--- config.mk ---
export PLATFORM = sky130hd
export DESIGN_NAME = alarm_reg_set
export DESIGN_NICKNAME = d
export VERILOG_FILES = /design/src/rtl/alarm_pkg.sv /design/src/rtl/button_edge.sv /design/src/rtl/alarm_reg_set.sv
export SDC_FILE = /design/constraint.sdc
export NUM_CORES = 1
export LEC_CHECK = 0
export CAP_MARGIN = 20
export CORE_MARGIN = 1.5
export CORE_UTILIZATION = 43
export DETAILED_ROUTE_END_ITERATION = 12
export GPL_TIMING_DRIVEN = 0
export PLACE_DENSITY = 0.72
export SLEW_MARGIN = 5
export SYNTH_ARGS = -nofsm -noshare
export SYNTH_HDL_FRONTEND = slang
export SYNTH_SLANG_ARGS = --single-unit
--- constraint.sdc ---
create_clock -name clk -period 1.5 [get_ports clk]
set_input_delay 0.225 -clock clk [delete_from_list [all_inputs] [get_ports clk]]
set_output_delay 0.225 -clock clk [all_outputs]
set_load 0.02 [all_outputs]
--- src/rtl/alarm_pkg.sv ---
// Shared definitions for the alarm register set: FSM encoding, counting limits
// and the BCD digit limits derived from them.
package alarm_pkg;

    typedef enum logic {
        IDLE    = 1'b0,
        RINGING = 1'b1
    } state_t;

    localparam int MIN_MAX   = 59;
    localparam int HR_MAX    = 23;
    localparam int RING_SECS = 60;

    localparam logic [3:0] MIN_T_MAX = 4'(MIN_MAX / 10);
    localparam logic [3:0] MIN_U_MAX = 4'(MIN_MAX % 10);
    localparam logic [3:0] HR_T_MAX  = 4'(HR_MAX / 10);
    localparam logic [3:0] HR_U_MAX  = 4'(HR_MAX % 10);
    localparam logic [3:0] BCD_MAX   = 4'd9;
    localparam logic [5:0] RING_LAST = 6'(RING_SECS - 1);

endpackage

--- src/rtl/button_edge.sv ---
// Two-flop synchronizer for an asynchronous push button followed by an edge
// flop; o_pulse is high for one clk on each synchronized rising edge.
module button_edge (
    input  logic clk,
    input  logic rst_n,
    input  logic i_btn,
    output logic o_pulse
);

    logic r_sync1;
    logic r_sync2;
    logic r_prev;

    always_ff @(posedge clk or negedge rst_n) begin
        if (!rst_n) begin
            r_sync1 <= 1'b0;
            r_sync2 <= 1'b0;
            r_prev  <= 1'b0;
        end else begin
            r_sync1 <= i_btn;
            r_sync2 <= r_sync1;
            r_prev  <= r_sync2;
        end
    end

    assign o_pulse = r_sync2 & ~r_prev;

endmodule

--- src/rtl/alarm_reg_set.sv ---
// Alarm time register (BCD HH:MM, button-edited) plus the IDLE/RINGING FSM that
// sounds the alarm on the rising edge of a time match.
module alarm_reg_set
    import alarm_pkg::*;
(
    input  logic       clk,
    input  logic       rst_n,
    input  logic       buttonalam,
    input  logic       btn_hr,
    input  logic       btn_min,
    input  logic       alarm_en,
    input  logic       tick_1hz,
    input  logic [3:0] cur_h_t,
    input  logic [3:0] cur_h_u,
    input  logic [3:0] cur_m_t,
    input  logic [3:0] cur_m_u,
    output logic [3:0] al_h_t,
    output logic [3:0] al_h_u,
    output logic [3:0] al_m_t,
    output logic [3:0] al_m_u,
    output logic       ring,
    output state_t     dbg_state
);

    logic       w_hr_pulse;
    logic       w_min_pulse;
    logic       w_match;
    logic       w_edit_hr;
    logic       w_edit_min;
    logic [3:0] w_h_t_next;
    logic [3:0] w_h_u_next;
    logic [3:0] w_m_t_next;
    logic [3:0] w_m_u_next;
    logic [5:0] w_sec_next;
    state_t     w_state_next;

    logic [3:0] r_al_h_t;
    logic [3:0] r_al_h_u;
    logic [3:0] r_al_m_t;
    logic [3:0] r_al_m_u;
    logic       r_match_q;
    logic [5:0] r_sec;
    state_t     r_state;

    button_edge u_btn_hr (
        .clk     (clk),
        .rst_n   (rst_n),
        .i_btn   (btn_hr),
        .o_pulse (w_hr_pulse)
    );

    button_edge u_btn_min (
        .clk     (clk),
        .rst_n   (rst_n),
        .i_btn   (btn_min),
        .o_pulse (w_min_pulse)
    );

    assign w_match = ({r_al_h_t, r_al_h_u, r_al_m_t, r_al_m_u} ==
                      {cur_h_t, cur_h_u, cur_m_t, cur_m_u});

    // Edges outside edit mode, or while ringing, are dropped rather than queued.
    assign w_edit_hr  = w_hr_pulse  && buttonalam && (r_state == IDLE);
    assign w_edit_min = w_min_pulse && buttonalam && (r_state == IDLE);

    always_comb begin
        w_h_t_next = r_al_h_t;
        w_h_u_next = r_al_h_u;
        if (w_edit_hr) begin
            if (r_al_h_t == HR_T_MAX && r_al_h_u == HR_U_MAX) begin
                w_h_t_next = 4'd0;
                w_h_u_next = 4'd0;
            end else if (r_al_h_u == BCD_MAX) begin
                w_h_t_next = r_al_h_t + 4'd1;
                w_h_u_next = 4'd0;
            end else begin
                w_h_u_next = r_al_h_u + 4'd1;
            end
        end
    end

    // Minutes wrap 59 -> 00 on their own; no carry into the hour digits.
    always_comb begin
        w_m_t_next = r_al_m_t;
        w_m_u_next = r_al_m_u;
        if (w_edit_min) begin
            if (r_al_m_u == MIN_U_MAX) begin
                w_m_u_next = 4'd0;
                w_m_t_next = (r_al_m_t == MIN_T_MAX) ? 4'd0 : r_al_m_t + 4'd1;
            end else begin
                w_m_u_next = r_al_m_u + 4'd1;
            end
        end
    end

    always_comb begin
        w_state_next = r_state;
        w_sec_next   = r_sec;
        case (r_state)
            IDLE: begin
                w_sec_next = 6'd0;
                if (w_match && !r_match_q && alarm_en && !buttonalam) begin
                    w_state_next = RINGING;
                end
            end
            RINGING: begin
                if (tick_1hz) begin
                    w_sec_next = r_sec + 6'd1;
                end
                // All exit causes funnel into one assignment, so coincident ones
                // still give a single return to IDLE.
                if (w_hr_pulse || w_min_pulse || !alarm_en ||
                    (tick_1hz && r_sec == RING_LAST)) begin
                    w_state_next = IDLE;
                    w_sec_next   = 6'd0;
                end
            end
            default: begin
                w_state_next = IDLE;
                w_sec_next   = 6'd0;
            end
        endcase
    end

    always_ff @(posedge clk or negedge rst_n) begin
        if (!rst_n) begin
            r_state <= IDLE;
            r_sec   <= 6'd0;
        end else begin
            r_state <= w_state_next;
            r_sec   <= w_sec_next;
        end
    end

    // match_q resets high so a 00:00 current time at reset release is not an edge.
    always_ff @(posedge clk or negedge rst_n) begin
        if (!rst_n) begin
            r_match_q <= 1'b1;
        end else begin
            r_match_q <= w_match;
        end
    end

    always_ff @(posedge clk or negedge rst_n) begin
        if (!rst_n) begin
            r_al_h_t <= 4'd0;
            r_al_h_u <= 4'd0;
            r_al_m_t <= 4'd0;
            r_al_m_u <= 4'd0;
        end else begin
            r_al_h_t <= w_h_t_next;
            r_al_h_u <= w_h_u_next;
            r_al_m_t <= w_m_t_next;
            r_al_m_u <= w_m_u_next;
        end
    end

    assign al_h_t    = r_al_h_t;
    assign al_h_u    = r_al_h_u;
    assign al_m_t    = r_al_m_t;
    assign al_m_u    = r_al_m_u;
    assign ring      = (r_state == RINGING);
    assign dbg_state = r_state;

endmodule

# ---- Word level (Yosys, flattened, before mapping)
# Cells that the tools add are included.
dict set report totals {
  regBits 30
  latch_bits 0
  mem_bits_rw 0
  romBits 0
  input_bits 23
  out_inout_bits 18
  wordCells 61
  memories 0
}
dict set report classes {
  n_addsub 5
  multipliers 0
  div 0
  order_cmp 0
  n_eq_ne 8
  shift 0
  n_mux 12
  n_bitwise 5
  reduce_logical 18
}
# op count
set ops {}
lappend ops {{$mux W4} 6}
lappend ops {{$add A4 B1 Y4 const B} 4}
lappend ops {{$eq A16 B16 Y1} 1}
lappend ops {{$mux W6} 2}
lappend ops {{$pmux W6 S2} 1}
lappend ops {{$logic_and A1 B1 Y1} 9}
lappend ops {{$eq A4 B2 Y1 const B} 2}
lappend ops {{$eq A4 B4 Y1 const B} 2}
lappend ops {{$add A6 B1 Y6 const B} 1}
lappend ops {{$eq A6 B6 Y1 const B} 1}
lappend ops {{$eq A4 B3 Y1 const B} 1}
lappend ops {{$reduce_and A2 Y1} 2}
lappend ops {{$logic_not A1 Y1} 3}
lappend ops {{$logic_or A1 B1 Y1} 3}
lappend ops {{$ne A3 B2 Y1 const B} 1}
lappend ops {{$not A1 Y1} 3}
lappend ops {{$and A1 B1 Y1} 2}
lappend ops {{$mux W1} 2}
lappend ops {{$pmux W1 S2} 1}
lappend ops {{$reduce_bool A2 Y1} 1}

# ---- Longest topological paths before layout
# Gate-level depths: netlist of run 1.
dict set report logic_depth {
  word_depth 7
  mapped_depth 6
}

# ---- Cells and area by module
# A second synthesis of run 1 with hierarchy kept.
dict set report unflattened {
  cells_unflattened 141
  area_unflattened_um2 1565.3
}
# module instances cells_each area_each_um2 seq_area_each_um2
set modules_own_cells {}
lappend modules_own_cells {alarm_reg_set 1 133 1387.6 601.8}
lappend modules_own_cells {button_edge 2 4 88.8 75.1}

# ---- Least setup slack after synthesis of run 1
# OpenSTA, ideal clock, no wires.
dict set report synth_timing {
  path_type {reg2reg}
  start {reg r_al_h_u[1] (netlist: al_h_u[1])}
  end {reg r_al_h_t[2] (netlist: al_h_t[2])}
  t_arrival_ps 1541
  required_time_ps 1375
  slack_ps -166
  path_stages_with_launch 7
  n_path_buf 0
  synth_period_minus_slack_ps 1666
  cell_sequence {dfrtp_1 inv_1 ha_1 and3b_1 a31oi_4 nor2_1 mux2_4}
}
dict set report synth_via {
  elab_chain_len 4
}
# item line
set synth_lines {}
lappend synth_lines {{start, declared} alarm_reg_set.sv:38} ;# logic [3:0] r_al_h_u;
lappend synth_lines {{start signal, assigned} alarm_reg_set.sv:152} ;# r_al_h_u <= w_h_u_next;
lappend synth_lines {{$eq A4 B2 Y1} alarm_reg_set.sv:70} ;# if (r_al_h_t == HR_T_MAX && r_al_h_u == HR_U_MAX) begin
lappend synth_lines {{$logic_and A1 B1 Y1} alarm_reg_set.sv:70}
lappend synth_lines {{$reduce_bool A2 Y1 (no source line)} -}
lappend synth_lines {{$reduce_and A2 Y1 (no source line)} -}
lappend synth_lines {{end signal, assigned} alarm_reg_set.sv:151} ;# r_al_h_t <= w_h_t_next;
lappend synth_lines {{end, declared} alarm_reg_set.sv:37} ;# logic [3:0] r_al_h_t;
# Several ways; a longest one is shown, not always the timed one.
# A chain may end at the register's enable or synchronous reset.

# ---- Worst setup path after layout of run 1
# Ends and elaborated chain as after synthesis.

==> flow_summary.yaml, run 1 <==
final_layout:
  final_area_um2: 2225
  syn_to_final_growth_pct: 42.70
  drive_gt1_share_pct: 26.60
  final_nets: 230
  final_util_pct: 65.13
  diodes: 0
  instances_no_fill: 249
power:
  p_leak_nw: 0.9726
  ir_drop_mv: 0.8928
  p_per_area_nw_per_um2: 1201
detailed_routing:
  drt_iter0_drc: 51
  drt-total-wl_um: 3551
  drc_errors: 0
  via_per_inst: 5.044
  num_vias: 1256
  postRouteAntennaNets: 0
  post_drt_wl_per_cell_um: 14.26
  dr.pass1.iters: 4
timing:
  rsz0062_at_grt: "yes"
  tns_ps: -137.5
  layout_min_cycle_time_ps: 1571
  fmax_ghz: 0.6365
  hold_viol_final: 0
  whs_ps: 201.3
  tightest_slew_ps: 644.7
  setup_ws_ps: -71.19
  fin_skew_ps: 7.684
  period_share_pct: 104.7
  final-max-slew-violation-count: 0
  maxSlewHeadroom_pct: 56.89
  setup_viol: 3
global_routing:
  grt_pass1_vias: 1275
  grt_pass1_wl_um: 5934
  antenna_found_initial: 0
  gr-total-overflow: 0
  grt_max_degree: 21
  grt_usage_pct: 19.20
floorplan:
  fp.dieH_um: 63.21
  die_x_um: 63.21
  core-area_um2: 3416
  rows: 21
  dieArea_um2: 3996
  pin_count: 41
  start_util_pct: 45.64
worst_setup_path:
  critPathBufInv: 1
  worst_setup_path_end_kind: "flip-flop"
  cp.required_ps: 1720
  critPathMaxStageDelay_ps: 440
  cp-start-kind: "flip-flop"
  slowest_stage: "dfrtp_2"
  crit_family: "flip-flops"
  crit_path_cell_trace: "inv_2 -> ha_2 -> and3b_1 -> a31oi_4 -> nor2_2 -> mux2_4"
  worstPathMaxFanout: 7
  critPathKind: "reg2reg"
  critPathArrivalTime_ps: 1800
synthesis:
  ys_top_cells_by_count: "29 x dfrtp_1, 21 x xnor2_1, 13 x nor2_1, 11 x nand2_1, 8 x nand4_1"
  syn_inst: 143
  syn_avg_cell_area_um2: 10.90
  yosys_most_used_dff: "dfrtp_1"
  yosysMostFrequentCell: "dfrtp_1"
  yosys.area.top_type_share_pct: 46.55
  netlist-cell-type-count: 36
  ys_warn_count: 0
  seq_area_frac_synth_pct: 48.23
  synth.area.top_cells: "dfrtp_1 47%, xnor2_1 12%, ha_1 4.0%"
  synth_nets: 171
  yosysTopAreaCell: "dfrtp_1"
  async_reset_ff_share_pct: 100.0
  synth_area_um2: 1559
  synth_edf_count: 0
  ys_seq_elements: 30
worst_hold_path:
  min-delay-path-class: "in2reg"
placed_design:
  portBuffers: 39
  dpl.cell_count: 229
  gp_congestion: 0.7284
  dpl.hpwl_um: 2572
  dpl_cell_area_um2: 2054
status:
  status: "finished, violations left"
  violations: "negative setup slack"
clock_tree:
  cts_tree: "done"
  cts.sinks: 30
  cts_max_path_buffers: 2
  clkLatencyLatePin_ps: 330
  htreeDepth: 2
  cts_buffers: 5
  cts_root_buf: "clkbuf_4"
  cts.clk_slew.worst_paths_ps: 100
flow_run:
  drv_cap: 0
==> kinds of logic after synthesis <==
| family | count (synthesis) | share of synthesized area, % |
|---|---|---|
| and+or+nand+nor | 54 | 19.98 |
| DFF | 30 | 48.23 |
| AOI/OAI and AO/OA | 15 | 7.384 |
| xor gates and xnor gates | 28 | 15.73 |
| muxes | 3 | 2.247 |
| adders and majority gates | 5 | 4.013 |
| buffers and inverters | 8 | 2.407 |
==> area by class of cell <==
| cell class | instances | area (µm²) |
|---|---|---|
| Inverter | 5 | 18.77 |
| Fill cell | 286 | 1191 |
| Timing Repair Buffer | 52 | 483.0 |
| Clock inverter | 1 | 5.005 |
| Multi-Input combinational cell | 105 | 823.3 |
| Tap cell | 46 | 57.56 |
| Buffer | 3 | 20.02 |
| Clock buffer | 7 | 55.05 |
| Sequential cell | 30 | 762.0 |
==> per-layer routing <==
metal	track usage, %	wire (µm)	vias to the layer above
li1	-	-	611
met1	23.64	1559	613
met2	32.71	1807	29
met3	6.429	157	3
met4	4.348	27	0
met5	0	0	-
==> final timing paths <==
check                                                start                          to  slack [ps]  depth (start not counted)
worst max-delay path                 al_h_u[1]$_DFFE_PN0P_       al_h_t[2]$_DFFE_PN0P_         -70                          6
worst min-delay path                              tick_1hz        r_sec[0]$_DFFE_PN0P_         200                          3
worst max register to register       al_h_u[1]$_DFFE_PN0P_       al_h_t[2]$_DFFE_PN0P_         -70                          6
worst min register to register  u_btn_hr.r_sync1$_DFF_PN0_  u_btn_hr.r_sync2$_DFF_PN0_         360                          0
max in group asynchronous                            rst_n         r_match_q$_DFF_PN1_         620                          2
min in group asynchronous                            rst_n       al_h_u[3]$_DFFE_PN0P_         280                          1
==> state kept, by name, indices dropped and copies added, names as in the netlist, 4 cells and up <==
register  flops
r_sec         6
al_h_t        4
al_h_u        4
al_m_t        4
al_m_u        4
==> report_power, final <==
group	internal, W	switching (W)	leakage [nW]
Sequential	0.000952	0.000230	0.365
Clock	0.000227	0.000276	0.0353
Combinational	0.000479	0.000508	0.572
==> placed cells by master (no fill, tap or decap), drive strengths merged, types with 2 or more instances in the layout <==
cell type / Yosys / routed
buf: 2 / 15
o21ai: 6 / 6
or3: 2 / 2
ha: 5 / 5
nor4: 3 / 3
xor2: 7 / 7
nor2: 13 / 13
nand4: 8 / 8
xnor2: 21 / 21
nand3: 4 / 4
clkbuf: 1 / 9
mux2i: 2 / 2
inv: 5 / 5
clkdlybuf4s50: 0 / 21
and4bb: 2 / 2
a22o: 2 / 2
and3b: 2 / 2
a21oi: 2 / 2
nand2: 11 / 11
dlygate4sd2: 0 / 16
nand2b: 2 / 2
dfrtp: 29 / 29
==> worst min-delay path, cell delays in order <==
cell and delay [ps]:
buf_4 120, xnor2_1 70, nor2_1 70
==> stage by stage <==
step	power [W]	worst slack, ps
2_1_floorplan	0.001724	-42.86
3_3_place_gp	0.002158	-347.5
3_5_place_dp	0.002197	-285.7
4_1_cts	0.002628	-64.91
5_1_grt	0.002837	-119.6
6_report	0.002673	-71.19
==> what timing repair did <==
action	4_1_cts	5_1_grt
resized for setup	22	14
hold buffers	0	0
pin swaps	2	7
setup buffers	5	7
cloned	0	0
setup endpoints to repair	23	16
Note: power is estimated with default switching activity, not from simulation.
==> inputs of run 2 (changes only) <==
--- a/config.mk
+++ b/config.mk
@@ -6,7 +6,7 @@
 export NUM_CORES = 1
 export LEC_CHECK = 0
 export CAP_MARGIN = 20
-export CORE_MARGIN = 1.5
+export CORE_MARGIN = 2
 export CORE_UTILIZATION = 43
 export DETAILED_ROUTE_END_ITERATION = 12
 export GPL_TIMING_DRIVEN = 0
==> run 2 against run 1 <==
Against the previous run: the flow still finishes with violations (negative setup slack); highest routed layer unchanged; hold slack improved by 4.0 ps; worst setup slack improved by 18 ps; combinational power is 18% higher; wire length grew 2.1%; clock power up 70%; largest power group unchanged; cell count rose by 3.2%; global-route usage hardly changed; flip-flop and latch count unchanged.
==> flow_summary.yaml, run 2 (same netlist as run 1, synthesis figures left out) <==
final_layout:
  multiInputGateArea_um2: 862.1
  syn_to_final_growth_pct: 53.05
  final_cell_mix: "21 x dfrtp_1, 21 x clkdlybuf4s50_1, 20 x xnor2_1, 20 x buf_4, 17 x dlygate4sd2_1"
  final_nets: 238
  diodes: 0
  fillCellCount: 267
  final_util_pct: 69.85
  regArea_um2: 762.0
  top_register: "r_sec"
  final_area_um2: 2386
  instances_no_fill: 257
  largest_reg_flops: 6
  drive_gt1_share_pct: 31.28
worst_setup_path:
  worstPathMaxFanout: 6
  critPathBufInv: 0
  crit_family: "flip-flops"
  critPathKind: "reg2reg"
  slowest_stage: "dfrtp_2"
  cp-start-kind: "flip-flop"
  critPathArrivalTime_ps: 1780
  cp.required_ps: 1730
  worst_setup_path_end_kind: "flip-flop"
  critPathMaxStageDelay_ps: 450
  crit_path_cell_trace: "ha_4 -> and3b_2 -> a31oi_4 -> nor2_2 -> mux2_4"
floorplan:
  pin_count: 41
  die_x_um: 64.21
  core-area_um2: 3416
  fp.dieH_um: 64.21
  start_util_pct: 45.64
  dieArea_um2: 4123
  rows: 21
timing:
  fin_skew_ps: 11.30
  rsz0062_at_grt: "yes"
  period_share_pct: 103.5
  hold_viol_final: 0
  fmax_ghz: 0.6439
  setup_ws_ps: -53.05
  maxSlewHeadroom_pct: 55.12
  setup_viol: 4
  tightest_slew_ps: 671.1
  final-max-slew-violation-count: 0
  tns_ps: -92.54
  layout_min_cycle_time_ps: 1553
power:
  p_leak_nw: 1.046
  p_per_area_nw_per_um2: 1333
  ir_drop_mv: 0.9923
  total_power_w: 0.003180
clock_tree:
  cts.sinks: 30
  cts_root_buf: "clkbuf_4"
  cts_max_path_buffers: 2
  htreeDepth: 2
  cts_buffers: 5
  cts_tree: "done"
  cts.clk_slew.worst_paths_ps: 100
  clkLatencyLatePin_ps: 330
worst_hold_path:
  min-delay-path-class: "in2reg"
detailed_routing:
  drt_iter0_drc: 57
  via_per_inst: 4.992
  num_vias: 1283
  drc_errors: 0
  dr.pass1.iters: 4
  postRouteAntennaNets: 0
  drt-total-wl_um: 3625
  post_drt_wl_per_cell_um: 14.11
placed_design:
  gp_congestion: 0.8246
  dpl.hpwl_um: 2472
  dpl_cell_area_um2: 2054
  portBuffers: 39
  dpl.cell_count: 229
global_routing:
  grt_pass1_vias: 1328
  grt_pass1_wl_um: 6168
  grt_usage_pct: 19.22
  grt_max_degree: 20
  gr-total-overflow: 0
  antenna_found_initial: 0
status:
  violations: "negative setup slack"
  status: "finished, violations left"
flow_run:
  drv_cap: 0
-- run 2: metal layers --
metal,track usage (%),vias up,part of all wire (%)
met1,24.07,616,45
met4,4.521,0,0.63
met5,0,-,0
met2,32.55,35,49
li1,-,627,-
met3,5.810,5,4.9
-- run 2: stage by stage --
step | hold slack, ps | setup slack [ps]
finish | 205.3 | -53.05
global route | 218.1 | -134.5
CTS | 201.6 | -51.60
detailed placement | 337.8 | -308.5
global placement | 333.1 | -354.5
floorplan | -70.59 | -42.86
-- run 2: what timing repair did --
item                       CTS  global route
hold buffers                 0             0
setup endpoints to repair   23            20
pin swaps                    7            12
gates resized for setup     29            13
setup buffers                7            13
-- run 2: worst paths after layout --
kind | depth (start not counted) | slack [ps] | from | endpoint
worst max register to register | 5 | -50 | al_h_u[0]$_DFFE_PN0P_ | al_h_t[2]$_DFFE_PN0P_
worst min-delay path | 3 | 210 | tick_1hz | r_sec[0]$_DFFE_PN0P_
worst max-delay path | 5 | -50 | al_h_u[0]$_DFFE_PN0P_ | al_h_t[2]$_DFFE_PN0P_
max in group asynchronous | 2 | 600 | rst_n | r_match_q$_DFF_PN1_
worst min register to register | 0 | 350 | u_btn_min.r_sync1$_DFF_PN0_ | u_btn_min.r_sync2$_DFF_PN0_
min in group asynchronous | 1 | 290 | rst_n | al_m_t[3]$_DFFE_PN0P_
-- run 2: worst register-to-register path: cells and delay by family, from the launching register on --
family	cells	cell delay, ps
compound gates	1	260
fa+ha+maj	1	160
mux	1	300
flops	1	450
simple gates	2	290
-- run 2: cell type report --
| class | count | share of cell area (%) |
|---|---|---|
| repair buffers | 60 | 23.23 |
| plain buffers | 3 | 0.8390 |
| multi-input cells | 105 | 36.13 |
| well taps | 46 | 2.412 |
| inverters | 5 | 0.7866 |
| clock inverters | 2 | 2.517 |
| clock buffers | 6 | 2.150 |
| flip-flops and latches | 30 | 31.93 |
-- run 2: power by group --
| group | internal [W] | leakage (nW) | switching, W | total [W] |
|---|---|---|---|---|
| clock network | 0.000565 | 0.0585 | 0.000292 | 0.000857 |
| logic | 0.000590 | 0.622 | 0.000570 | 0.00116 |
| registers | 0.000951 | 0.365 | 0.000213 | 0.00116 |
